File: src/rtl/mul_arb_pkg.sv
// Shared types and constants for the multiplier-sharing arbiter.
package mul_arb_pkg;

  localparam int OPW = 32;
  localparam int RW  = 64;

  typedef enum logic [1:0] {
    IDLE,
    LAUNCH,
    WAIT,
    DELIVER
  } state_t;

  function automatic int clog2(input int value);
    int r;
    r = 0;
    for (int v = value - 1; v > 0; v = v >> 1) begin
      r++;
    end
    return r;
  endfunction

endpackage

File: src/rtl/rr_arbiter.sv
// Combinational round-robin pick: the requester at ptr has top priority,
// then ptr+1, ptr+2, ... with wrap-around.
module rr_arbiter
  import mul_arb_pkg::*;
#(
  parameter int NUM_REQ = 4,
  parameter int IDW     = clog2(NUM_REQ)
) (
  input  logic [NUM_REQ-1:0] req,
  input  logic [IDW-1:0]     ptr,
  output logic [NUM_REQ-1:0] grant,
  output logic [IDW-1:0]     grant_idx,
  output logic               grant_any
);

  logic [IDW-1:0] idx;

  // Scan from the farthest offset down so the closest-to-ptr requester wins last.
  always_comb begin
    grant     = '0;
    grant_idx = '0;
    grant_any = 1'b0;
    idx       = '0;
    for (int i = NUM_REQ - 1; i >= 0; i--) begin
      idx = IDW'((int'(ptr) + i) % NUM_REQ);
      if (req[idx]) begin
        grant      = '0;
        grant[idx] = 1'b1;
        grant_idx  = idx;
        grant_any  = 1'b1;
      end
    end
  end

endmodule

File: src/rtl/mul_arbiter.sv
// Shares one iterative multiplier between NUM_REQ requesters with round-robin
// grants, start/done sequencing, response handshake and a completion watchdog.
module mul_arbiter
  import mul_arb_pkg::*;
#(
  parameter int NUM_REQ        = 4,
  parameter int IDW            = clog2(NUM_REQ),
  parameter int TIMEOUT_CYCLES = 64
) (
  input  logic                     clk,
  input  logic                     reset_n,
  input  logic [NUM_REQ-1:0]       req_valid,
  output logic [NUM_REQ-1:0]       req_ready,
  input  logic [NUM_REQ*OPW-1:0]   req_a,
  input  logic [NUM_REQ*OPW-1:0]   req_b,
  output logic [NUM_REQ-1:0]       rsp_valid,
  input  logic [NUM_REQ-1:0]       rsp_ready,
  output logic [RW-1:0]            rsp_r,
  output logic                     rsp_err,
  output logic                     busy,
  output logic [IDW-1:0]           grant_id,
  output logic                     mul_valid_in,
  output logic [OPW-1:0]           mul_a,
  output logic [OPW-1:0]           mul_b,
  input  logic                     mul_valid_out,
  input  logic [RW-1:0]            mul_r
);

  localparam int CW = clog2(TIMEOUT_CYCLES) + 1;

  state_t              state_reg;
  logic [IDW-1:0]      rr_ptr_reg;
  logic [CW-1:0]       wait_cnt_reg;

  logic [OPW-1:0]      a_arr [NUM_REQ];
  logic [OPW-1:0]      b_arr [NUM_REQ];

  logic [NUM_REQ-1:0]  win_oh;
  logic [IDW-1:0]      win_idx;
  logic                win_any;
  logic                accept;
  logic [IDW-1:0]      rr_ptr_next;
  logic [NUM_REQ-1:0]  owner_oh;

  generate
    for (genvar gi = 0; gi < NUM_REQ; gi++) begin : g_unpack
      assign a_arr[gi] = req_a[OPW*gi +: OPW];
      assign b_arr[gi] = req_b[OPW*gi +: OPW];
    end
  endgenerate

  rr_arbiter #(
    .NUM_REQ (NUM_REQ),
    .IDW     (IDW)
  ) u_rr (
    .req       (req_valid),
    .ptr       (rr_ptr_reg),
    .grant     (win_oh),
    .grant_idx (win_idx),
    .grant_any (win_any)
  );

  // Gate with reset_n so no requester sees an accept while reset is asserted.
  assign accept      = reset_n && (state_reg == IDLE) && win_any;
  assign req_ready   = accept ? win_oh : '0;
  assign busy        = (state_reg != IDLE);
  assign rr_ptr_next = IDW'((int'(grant_id) + 1) % NUM_REQ);
  assign owner_oh    = NUM_REQ'(1) << grant_id;

  always_ff @(posedge clk) begin
    if (!reset_n) begin
      state_reg    <= IDLE;
      rr_ptr_reg   <= '0;
      wait_cnt_reg <= '0;
      grant_id     <= '0;
      mul_valid_in <= 1'b0;
      mul_a        <= '0;
      mul_b        <= '0;
      rsp_valid    <= '0;
      rsp_r        <= '0;
      rsp_err      <= 1'b0;
    end else begin
      mul_valid_in <= 1'b0;
      case (state_reg)
        IDLE: begin
          if (win_any) begin
            mul_a        <= a_arr[win_idx];
            mul_b        <= b_arr[win_idx];
            grant_id     <= win_idx;
            mul_valid_in <= 1'b1;
            state_reg    <= LAUNCH;
          end
        end
        LAUNCH: begin
          // mul_valid_out may still be high from the previous op here; not looked at.
          wait_cnt_reg <= '0;
          state_reg    <= WAIT;
        end
        WAIT: begin
          if (mul_valid_out) begin
            rsp_r     <= mul_r;
            rsp_err   <= 1'b0;
            rsp_valid <= owner_oh;
            state_reg <= DELIVER;
          end else if (wait_cnt_reg == CW'(TIMEOUT_CYCLES - 1)) begin
            rsp_r     <= '0;
            rsp_err   <= 1'b1;
            rsp_valid <= owner_oh;
            state_reg <= DELIVER;
          end else begin
            wait_cnt_reg <= wait_cnt_reg + CW'(1);
          end
        end
        DELIVER: begin
          if (rsp_ready[grant_id]) begin
            rsp_valid  <= '0;
            rr_ptr_reg <= rr_ptr_next;
            state_reg  <= IDLE;
          end
        end
        default: state_reg <= IDLE;
      endcase
    end
  end

endmodule

File: config.mk
export PLATFORM = sky130hd
export DESIGN_NAME = mul_arbiter
export DESIGN_NICKNAME = d
export VERILOG_FILES = /design/src/rtl/mul_arb_pkg.sv /design/src/rtl/rr_arbiter.sv /design/src/rtl/mul_arbiter.sv
export SDC_FILE = /design/constraint.sdc
export NUM_CORES = 1
export LEC_CHECK = 0
export CORE_AREA = 4 4 182 184
export DETAILED_ROUTE_END_ITERATION = 10
export DIE_AREA = 0 0 186 188
export SYNTH_ARGS = -nofsm -noshare
export SYNTH_HDL_FRONTEND = slang
export SYNTH_HIERARCHICAL = 1
export SYNTH_SLANG_ARGS = --single-unit
File: constraint.sdc
create_clock -name clk -period 2.85 [get_ports clk]
set_input_delay 0.285 -clock clk [delete_from_list [all_inputs] [get_ports clk]]
set_output_delay 0.285 -clock clk [all_outputs]
set_load 0.03 [all_outputs]
# Word-level counts from Yosys, hierarchy flattened
# Cells that the tools add are included.
[classes]
n_addsub = 5
multipliers = 0
n_div = 0
order_cmp = 10
eq_ne = 9
shifts = 1
mux = 54
bitwise_logic = 1
reduce_logical = 18
[ops]
columns = ["op", "count"]
rows = [
  ["$bmux W32 S2", 2],
  ["$mux W32", 4],
  ["$mux W64", 2],
  ["$mux W4", 8],
  ["$mux W1", 16],
  ["$mux W2", 8],
  ["$lt A2 B3 Y1 const B", 5],
  ["$mux W7", 2],
  ["$pmux W7 S2", 1],
  ["$bmux W1 S2", 5],
  ["$reduce_and A3 Y1", 3],
  ["$demux W1 S2", 4],
  ["$ge A2 B1 Y1 const B", 4],
  ["$ne A2 B2 Y1 const B", 4],
  ["$pmux W2 S4", 1],
  ["$pmux W4 S2", 1],
  ["$reduce_and A2 Y1", 4],
  ["$reduce_bool A2 Y1", 4],
  ["$add A7 B1 Y7 const B", 1],
  ["$eq A7 B6 Y1 const B", 1],
  ["$logic_and A1 B1 Y1", 6],
  ["$add A2 B1 Y2 const B", 2],
  ["$add A2 B2 Y2 const B", 2],
  ["$eq A2 B2 Y1 const B", 2],
  ["6 further kinds", 6],
]
[totals]
ff_bits = 147
latchBits = 0
ramBits = 0
rom_bits = 0
out_inout_bits = 141
wordCells = 108
mem_count = 0

# Depth between registers and ports, before layout
# Gate-level depths: netlist (run 1).
[depth]
depth_word = 11
depth_mapped = 13
ltp_nobuf = 9

# Modules after synthesis
# The synthesis (run 1) kept the hierarchy.
[modules_own_cells]
columns = ["mod", "n_inst", "cells_each", "area_each_um2", "seq_area_each_um2"]
rows = [
  ["mul_arbiter", 1, 621, 6683.9, 2942.8],
  ["rr_arbiter", 1, 61, 509.2, 0.0],
]

# Worst setup path before layout (run 1)
# OpenSTA, ideal clock, no wires.
[synth_path]
path_type = "reg-to-reg"
startpoint = "register rr_ptr_reg[0]"
endpoint = "register mul_a[0]"
setup_time_ns = 0.132
arrival_time_ns = 2.869
slack_ns = -0.151
stages_incl_launch_ff = 13
path_buffers = 4
synth_period_minus_slack_ns = 3.001
cell_sequence = "dfxtp_1 -> buf_6 -> inv_1 -> ha_1 -> buf_2 -> nor2b_1 -> o211a_1 -> nor3_1 -> buf_2 -> buf_4 -> mux4_2 -> nand2_1 -> a21oi_1"
[synth_via]
elab_chain_len = 11
word_cells_on_any_way = 24
[synth_lines]
columns = ["element", "line_no", "source"]
rows = [
  ["start, declared", "mul_arbiter.sv:32", "logic [IDW-1:0] rr_ptr_reg;"],
  ["start signal, assigned", "mul_arbiter.sv:117", "rr_ptr_reg <= rr_ptr_next;"],
  ["$add A2 B2 Y2", "rr_arbiter.sv:25", "idx = IDW'((int'(ptr) + i) % NUM_REQ);"],
  ["$bmux W1 S2", "rr_arbiter.sv:26", "if (req[idx]) begin"],
  ["$mux W1 (implied by the code)", "rr_arbiter.sv:26", ""],
  ["$mux W2 (3 in series)", "rr_arbiter.sv:26", ""],
  ["$mux W2 *", "rr_arbiter.sv:26", ""],
  ["named net win_idx[0]", "mul_arbiter.sv:39", "logic [IDW-1:0] win_idx;"],
  ["$not A2 Y3 (implied by the code) *", "mul_arbiter.sv:87", "mul_a <= a_arr[win_idx];"],
  ["$bmux W32 S2 *", "mul_arbiter.sv:87", ""],
  ["$mux W32 (implied by the code) * (2 in series)", "mul_arbiter.sv:87", ""],
  ["end signal, assigned", "mul_arbiter.sv:87", ""],
  ["end, declared", "mul_arbiter.sv:23", "output logic [OPW-1:0] mul_a,"],
]
# The timed path passes the listed nets; every way through them passes the cells marked *. The select of a mux whose other input is x is not followed.
# A chain may end at the register's enable or synchronous reset.

# Final worst setup path (run 1)
[layout_path]
startpoint = "register rr_ptr_reg[0]"
endpoint = "output port req_ready[2]"
[layout_via]
elab_chain_len = 10
word_cells_on_any_way = 41
[layout_lines]
columns = ["element", "line_no", "source"]
rows = [
  ["$add A2 B2 Y2", "rr_arbiter.sv:25", ""],
  ["$lt A2 B3 Y1 (implied by the code) or $ge A2 B1 Y1 (tied branches)", "rr_arbiter.sv:28", "grant[idx] = 1'b1;"],
  ["$logic_and A1 B1 Y1 (implied by the code)", "rr_arbiter.sv:28", ""],
  ["$mux W1 (implied by the code)", "rr_arbiter.sv:28", ""],
  ["$demux W1 S2", "--", ""],
  ["$mux W4 (3 in series)", "rr_arbiter.sv:26", ""],
  ["$mux W4 *", "rr_arbiter.sv:26", ""],
  ["named net win_oh[2]", "mul_arbiter.sv:38", "logic [NUM_REQ-1:0] win_oh;"],
  ["$mux W4 *", "mul_arbiter.sv:65", "assign req_ready = accept ? win_oh : '0;"],
  ["end, declared", "mul_arbiter.sv:13", "output logic [NUM_REQ-1:0] req_ready,"],
]
# Marks and branches as above.

==> results.tsv, run 1 <==
stage	metric	value	unit
timing	max-slew violations	0	
layout	synth-to-layout area growth	81.6	%
critical_path	Critical Path Start	rr_ptr_reg[0]	
clock_tree	Post-CTS Hold Fix Bufs	0	
job	# Max-Cap Violations	0	
timing	skew final	0.0103	ns
timing	Tmin final	2.69	ns
power	Power Total	8900	uW
clock_tree	CTS Buf Count	17	
run_status	status	completed	
critical_path	reg-to-reg startpoint	rr_ptr_reg[0]	
critical_path	CP delay by family, top	buffers and inverters	
logic_synthesis	top_reg_cell synth	dfxtp_1	
logic_synthesis	number of flops mapped to enable cells by yosys	0	
place	dpl hpwl	25.2	mm
timing	Min Hold Slack	0.453	ns
grt	GR Util met3	5.72	%
layout	Largest regs	rsp_r: 64 flops, mul_a: 32 flops, mul_b: 32 flops	
critical_path	Slowest-stage cell, CP	dfxtp_4	
grt	met1 Usage GRT	20.2	%
floorplanning	full die area	35000	um^2
critical_path	CP bufs+invs	3	
clock_tree	Clock Sinks	147	
critical_path	Worst Path Required	2.57	ns
place	Buffers on Ports	471	
grt	gr ovfl total	0	
logic_synthesis	Synthesis Warnings	6	
route	drt initial violations	409	
route	DR pass1 iterations	4	
grt	most used routing layer	met2	
route	Avg WL per Cell	20.3	um
power	power per cell area	681	nW/um^2
logic_synthesis	sequential share of the synthesized area	40.9	%
critical_path	crit path kind	flop to output pin	
floorplanning	Die Width	186	um
logic_synthesis	Avg Cell Area, Syn	10.5	um^2
timing	Setup Viol. Count Final	0	
timing	Fin. Hold Viols	0	
clock_tree	Max Root-Sink Buffers	2	
critical_path	crit-path cells	inv_1, ha_4, mux4_2, buf_4, a22oi_1, a31oi_1, and3_1, buf_6	
clock_tree	CTS tree	done	
grt	met2 GRT Util	30.3	%
critical_path	worst-path fanout max	11	
min_path	HP Class	flop to flop	
critical_path	Worst setup SP type	flop	
critical_path	CP Capture Type	output pin	
floorplanning	die height	188	um
min_path	critical hold path startpoint	mul_b[0]	
route	WL final	31.8	mm
timing	final setup margin	0.160	ns
route	Routed Antenna Nets	0	
logic_synthesis	async set or reset register ratio after synthesis	0	%
grt	initial antenna violation count	1	
timing	RSZ-0062 raised after global routing	false	
clock_tree	clock slew at reported path FFs	0.07	ns
power	maximum vdd ir drop	0.380	mV
logic_synthesis	synth unique cells	52	
critical_path	Largest stage delay, worst path	0.38	ns
route	via count	7380	
grt	largest net degree at the start of global routing	65	
layout	Finished Cell Area	13100	um^2
layout	nets@finish	1499	
logic_synthesis	synth top area cells	dfxtp_1 (41%), mux4_2 (21%), nand2_1 (8.0%)	
grt	vias in the first global route	7314	
layout	layout cells sized above 1	13.7	%
timing	Worst Tran Pin Value	0.928	ns
grt	GRT Util Overall	17.3	%
critical_path	critical path arrival	2.41	ns
grt	first-pass GRT wire length	45.7	mm
route	DRC viols	0	
floorplanning	Ports	472	
logic_synthesis	Seq cells post-synth	147	
power	Leakage	0.00478	uW
clock_tree	H-tree depth	4	
clock_tree	Clk Latency, worst-skew pair	0.43	ns
layout	Most flops, register	rsp_r	
place	Placed Area	12500	um^2
place	Setup WS pre-CTS	-0.0729	ns
timing	Tcrit/Tclk final	94.4	%
clock_tree	Root Buffer Master	clkbuf_16	
layout	Largest register FFs	64	
logic_synthesis	post-synth top area cell	dfxtp_1	
timing	Max-slew headroom	38.1	%
logic_synthesis	top cell type's share of synthesized area	40.9	%
timing	Fmax	0.372	GHz
logic_synthesis	Gate Count Post-Synth	682	
place	routability cong.	0.852	
floorplanning	Row Count	65	
floorplanning	total core area	31400	um^2
route	vias per std cell	4.71	
logic_synthesis	post-synthesis instance area	7190	um^2
logic_synthesis	syn_nets	1031	
floorplanning	Starting Density	22.9	%
## cell type report
class,instances,area [um^2]
Inverter,8,30.0
Tap cell,402,503
Clock inverter,14,119
Antenna cell,1,2.50
Multi-Input combinational cell,470,4000
Fill cell,3046,18300
Timing Repair Buffer,506,5030
Clock buffer,18,429
Sequential cell,147,2950
## worst register-to-register path, cell delays in order (launching register included)
cell,delay [ns]
dfxtp_4,0.38
buf_4,0.12
mux4_2,0.51
o211a_1,0.14
nor3_2,0.28
buf_12,0.21
buf_12,0.18
mux4_2,0.52
nand2_1,0.09
a21oi_1,0.06
## worst paths after layout
| check | endpoint | cells after the start | slack (ns) |
|---|---|---|---|
| worst min register to register | mul_b[0] | 2 | 0.45 |
| worst min-delay path | mul_b[0] | 2 | 0.45 |
| worst max-delay path | req_ready[2] | 8 | 0.16 |
| worst max register to register | mul_b[29] | 9 | 0.23 |
## synth_stat cells, drive strengths merged, types with 2 or more instances
cell	n
o221ai	2
and3	6
nand4	7
a22o	64
buf	29
clkbuf	28
a31oi	6
o31ai	2
nand2	153
mux4	67
nand3b	2
inv	8
nor3	4
mux2	4
o211a	2
nor2	13
nor3b	2
ha	18
nand3	6
mux2i	7
a22oi	4
or4	2
o21ai	7
a21oi	73
dfxtp	147
nor2b	3
## timing repair
action                                 in CTS  in global routing
setup endpoints to repair                   4                  4
buffers inserted                            0                  2
resized for setup                           4                  2
pin swaps                                   2                  2
endpoints found under the hold margin       0                  0
## stage by stage
step	TNS, ns	instances	utilization (%)
3_5_place_dp	-1.74	1532	39.7
3_3_place_gp	-0.239	1532	39.7
4_1_cts	0	1564	41.6
6_report	0	1566	41.6
5_1_grt	0	1566	41.6
2_1_floorplan	0	682	-
## cells by family (layout without fill, tap and decap cells)
family	count (synthesis)	after routing	synth area share, %
AO/OA/AOI/OAI	167	167	16.0
buffers and inverters	65	546	4.24
flip-flops	147	147	40.9
adder cells (fa/ha/maj)	18	18	3.13
other	0	1	0
AND/OR/NAND/NOR	207	207	12.7
multiplexers	78	78	23.0
## placed cells by master (no fill, tap or decap), types with 6 or more instances in the layout
cell type,synthesis,final
dfxtp_1,147,145
a21oi_1,72,71
nand2_1,153,152
o21ai_0,7,7
a22o_1,64,64
clkbuf_16,0,17
clkdlybuf4s50_1,0,467
inv_1,8,7
mux4_2,66,66
buf_4,5,33
inv_6,0,6
nor2_1,13,13
ha_1,18,17
a31oi_1,6,6
nand4_1,7,7
## power breakdown
group          total (uW)  leakage, uW  internal, uW  switching, uW
Sequential           2720      0.00120          2470            258
Clock                2170     0.000259          1140           1020
Combinational        4010      0.00332          1800           2200
## routing by layer
metal  up-vias  wire, um
met4         0       455
met5         -         0
met3        28      3050
li1       3477         -
met1      3501     12300
met2       374     16000
Note: power is estimated with default switching activity, not from simulation.
==> inputs of run 2 (changes only) <==
ABC_AREA = 1   (was unset)
CORE_AREA = 4 4 181 183   (was 4 4 182 184)
DIE_AREA = 0 0 185 187   (was 0 0 186 188)
==> run 2 against run 1 <==
  * Maximum frequency grew 3.4%
  * Register-to-register slack gained 0.11 ns
  * Sequential share of layout area decreased by 1.3 points
  * Critical path depth increased by 4
  * Sequential cell count did not move
  * Setup slack better by 0.090 ns
  * Clock-buffer cell count increased by 2
  * Largest power group unchanged
==> results.tsv, run 2 <==
stage	metric	value	unit	change
place	routability cong.	0.880		was 0.852
grt	initial antenna violation count	8		was 1
timing	Tcrit/Tclk final	91.2	%	was 94.4%
logic_synthesis	sequential share of the synthesized area	36.8	%	was 40.9%
logic_synthesis	post-synthesis instance area	7990	um^2	was 7190 um^2
critical_path	critical path arrival	2.32	ns	was 2.41 ns
critical_path	CP bufs+invs	5		was 3
clock_tree	Clock Sinks	147		unchanged
timing	Max-slew headroom	44.9	%	was 38.1%
critical_path	Worst Path Required	2.57	ns	about the same
logic_synthesis	top cell type's share of synthesized area	36.8	%	was 40.9%
logic_synthesis	Adder-Cell Fraction of Synth Area	2.82	%	was 3.13%
power	clock power share	19.0	%	was 24.4%
power	P_sw	5820	uW	was 3480 uW
route	DR pass1 iterations	7		was 4
layout	synth-to-layout area growth	72.8	%	was 81.6%
clock_tree	Root Buffer Master	clkbuf_16		unchanged
route	WL final	38.0	mm	was 31.8 mm
place	Buffers on Ports	471		unchanged
route	via count	9942		was 7380
logic_synthesis	Synthesis Warnings	6		unchanged
layout	Most flops, register	rsp_r		unchanged
logic_synthesis	Gate Count Post-Synth	1227		was 682
layout	Largest regs	rsp_r: 64 flops, mul_a: 32 flops, mul_b: 32 flops		unchanged
timing	Tmin final	2.60	ns	was 2.69 ns
clock_tree	CTS resizes	0		was 4
floorplanning	Starting Density	25.6	%	was 22.9%
logic_synthesis	xor-xnor portion of the synthesized cell area	0	%	unchanged
logic_synthesis	top_reg_cell synth	dfxtp_1		unchanged
critical_path	crit-path cells	inv_2, ha_1, inv_1, nand3_2, nand2_4, inv_6, nand4_1, nand2_4, nor2_2, inv_1, nor2_1, buf_4		was inv_1, ha_4, mux4_2, buf_4, a22oi_1, a31oi_1, and3_1, buf_6
floorplanning	die height	187	um	was 188 um
logic_synthesis	post-synth top area cell	dfxtp_1		unchanged
clock_tree	clock slew at reported path FFs	0.07	ns	about the same
route	Avg WL per Cell	18.2	um	was 20.3 um
timing	Min Hold Slack	0.422	ns	was 0.453 ns
floorplanning	full die area	34600	um^2	was 35000 um^2
run_status	status	completed		unchanged
clock_tree	setup bufs post-CTS	0		unchanged
job	# Max-Cap Violations	0		unchanged
logic_synthesis	count leader, synth	nor2_1		was nand2_1
floorplanning	Die Width	185	um	was 186 um
layout	post-layout util	44.2	%	was 41.6%
clock_tree	CTS tree	done		unchanged
clock_tree	H-tree depth	4		unchanged
power	Combinational Power Share	57.0	%	was 45.0%
timing	max-slew violations	0		unchanged
power	power per cell area	926	nW/um^2	was 681 nW/um^2
timing	Setup Viol. Count Final	0		unchanged
critical_path	Largest stage delay, worst path	0.35	ns	was 0.38 ns
place	dpl hpwl	28.8	mm	was 25.2 mm
logic_synthesis	synth top area cells	dfxtp_1 (37%), nor2_1 (13%), o21ai_1 (7.5%)		was dfxtp_1 (41%), mux4_2 (21%), nand2_1 (8.0%)
layout	commonest non-fill, non-tap cell in the layout	clkdlybuf4s50_1		unchanged
grt	vias in the first global route	9535		was 7314
critical_path	CP delay by family, top	simple AND/OR/NAND/NOR gates		was buffers and inverters
layout	nets@finish	2009		was 1499
logic_synthesis	post-synthesis mux area share	0	%	was 23.0%
logic_synthesis	Compound-Gate Fraction of Synth Area	23.1	%	was 16.0%
critical_path	CP Capture Type	output pin		unchanged
clock_tree	Max Root-Sink Buffers	2		unchanged
grt	first-pass GRT wire length	56.0	mm	was 45.7 mm
timing	Fin. Hold Viols	0		unchanged
grt	GRT Util Overall	20.6	%	was 17.3%
power	Leakage	0.00558	uW	was 0.00478 uW
route	drt initial violations	422		was 409
logic_synthesis	async set or reset register ratio after synthesis	0	%	unchanged
layout	Largest register FFs	64		unchanged
critical_path	Slowest-stage cell, CP	dfxtp_1		was dfxtp_4
timing	Worst Tran Pin Value	0.827	ns	was 0.928 ns
critical_path	worst-path fanout max	10		was 11
power	maximum vdd ir drop	0.555	mV	was 0.380 mV
clock_tree	Post-CTS Hold Fix Bufs	0		unchanged
power	Sw Share	45.6	%	was 39.2%
logic_synthesis	synth unique cells	29		was 52
critical_path	crit path kind	flop to output pin		unchanged
timing	skew final	0.0116	ns	was 0.0103 ns
layout	fin cells	2081		was 1566
timing	Setup TNS	0	ns	unchanged
floorplanning	total core area	31200	um^2	was 31400 um^2
route	DRC viols	0		unchanged
power	Seq pwr share	24.0	%	was 30.6%
logic_synthesis	main combinational cell family by area after synthesis	simple AND/OR/NAND/NOR gates		was multiplexers
floorplanning	Row Count	65		unchanged
min_path	HP Class	input pin to flop		was flop to flop
critical_path	flop2flop setup slack	0.34	ns	was 0.23 ns
timing	Fmax	0.385	GHz	was 0.372 GHz
grt	gr ovfl total	0		unchanged
power	Power Total	12800	uW	was 8900 uW
grt	largest net degree at the start of global routing	131		was 65
logic_synthesis	Avg Cell Area, Syn	6.52	um^2	was 10.5 um^2
logic_synthesis	Synth top cells by count	nor2_1 (287), dfxtp_1 (147), nand2_1 (121), o21ai_1 (120), inv_1 (93)		was nand2_1 (153), dfxtp_1 (147), a21oi_1 (72), mux4_2 (66), a22o_1 (64)
floorplanning	Ports	472		unchanged
critical_path	Worst setup SP type	flop		unchanged
clock_tree	Clk Latency, worst-skew pair	0.43	ns	about the same
logic_synthesis	syn_nets	1576		was 1031
clock_tree	CTS Buf Count	17		unchanged
logic_synthesis	Post-Synth Simple-Gate Area	26.9	%	was 12.7%
route	Routed Antenna Nets	0		unchanged
timing	RSZ-0062 raised after global routing	false		unchanged
layout	most frequent cells in the layout	clkdlybuf4s50_1 (467), nor2_1 (286), dfxtp_1 (147), o21ai_1 (119), nand2_1 (118)		was clkdlybuf4s50_1 (467), nand2_1 (152), dfxtp_1 (145), a21oi_1 (71), mux4_2 (66)
power	Power Internal	6960	uW	was 5410 uW
layout	layout cells sized above 1	6.16	%	was 13.7%
logic_synthesis	Seq cells post-synth	147		unchanged
place	dpl cells	2043		was 1532
route	vias per std cell	4.78		was 4.71
logic_synthesis	number of flops mapped to enable cells by yosys	0		unchanged
## run 2: cell types whose count changed after synthesis, moves of 64 or more
cell,previous run,this run
o21ai_0,7,79
o21ai_1,0,120
nand3_1,6,89
o22ai_1,0,64
nor2_1,13,287
mux4_2,66,0
inv_1,8,93
a22o_1,64,0
## run 2: power by group through the flow
| stage | sequential (uW) | combinational, uW | clock (uW) |
|---|---|---|---|
| 2_1_floorplan | 4230 | 3190 | 0 |
| 3_3_place_gp | 3080 | 7310 | 0 |
| 3_5_place_dp | 3100 | 7340 | 0 |
| 4_1_cts | 3060 | 7370 | 2530 |
| 5_1_grt | 3130 | 7970 | 2610 |
| 6_report | 3060 | 7290 | 2430 |
## run 2: worst register-to-register path, delay by kind of cell (launching register included)
kind	cells	cell delay, ns
flip-flops	1	0.35
AND/OR/NAND/NOR	3	0.36
buffers and inverters	6	0.77
AO/OA/AOI/OAI	5	0.66
adder cells (fa/ha/maj)	1	0.33
## run 2: final cells by class
type / count / area [um^2]
fill: 3229 / 17400
timing repair buffer: 505 / 5070
multi-input combinational: 887 / 4260
sequential: 147 / 2940
tap: 402 / 503
clock buffer: 20 / 457
inverter: 102 / 395
clock inverter: 12 / 170
antenna: 6 / 15.0
## run 2: routing by layer
layer	global-route usage [%]	share of wire, %	vias to the layer above
met2	34.8	48	435
met4	7.23	2.2	6
met5	0	0.10	-
met1	24.5	40	4539
li1	-	-	4924
met3	6.61	9.2	38
## run 2: cells by family after synthesis
logic type / after synthesis
DFF: 147
AOI/OAI and AO/OA: 350
adders and majority gates: 18
buffers and inverters: 193
and+or+nand+nor: 519
## run 2: path summary, 6_finish.rpt
path / from / endpoint / depth (start not counted)
max: rr_ptr_reg[1] / req_ready[3] / 12
min: mul_r[32] / rsp_r[32] / 3
max reg2reg: rr_ptr_reg[1] / mul_a[22] / 15
min reg2reg: wait_cnt_reg[6] / wait_cnt_reg[6] / 2
## run 2: through the flow
step | area, um^2 | setup WS (ns)
floorplan | 7990 | 0.229
global route | 13800 | 0.0314
finish | 13800 | 0.249
detailed placement | 13200 | 0.249
CTS | 13800 | 0.109
global placement | 13200 | 0.298
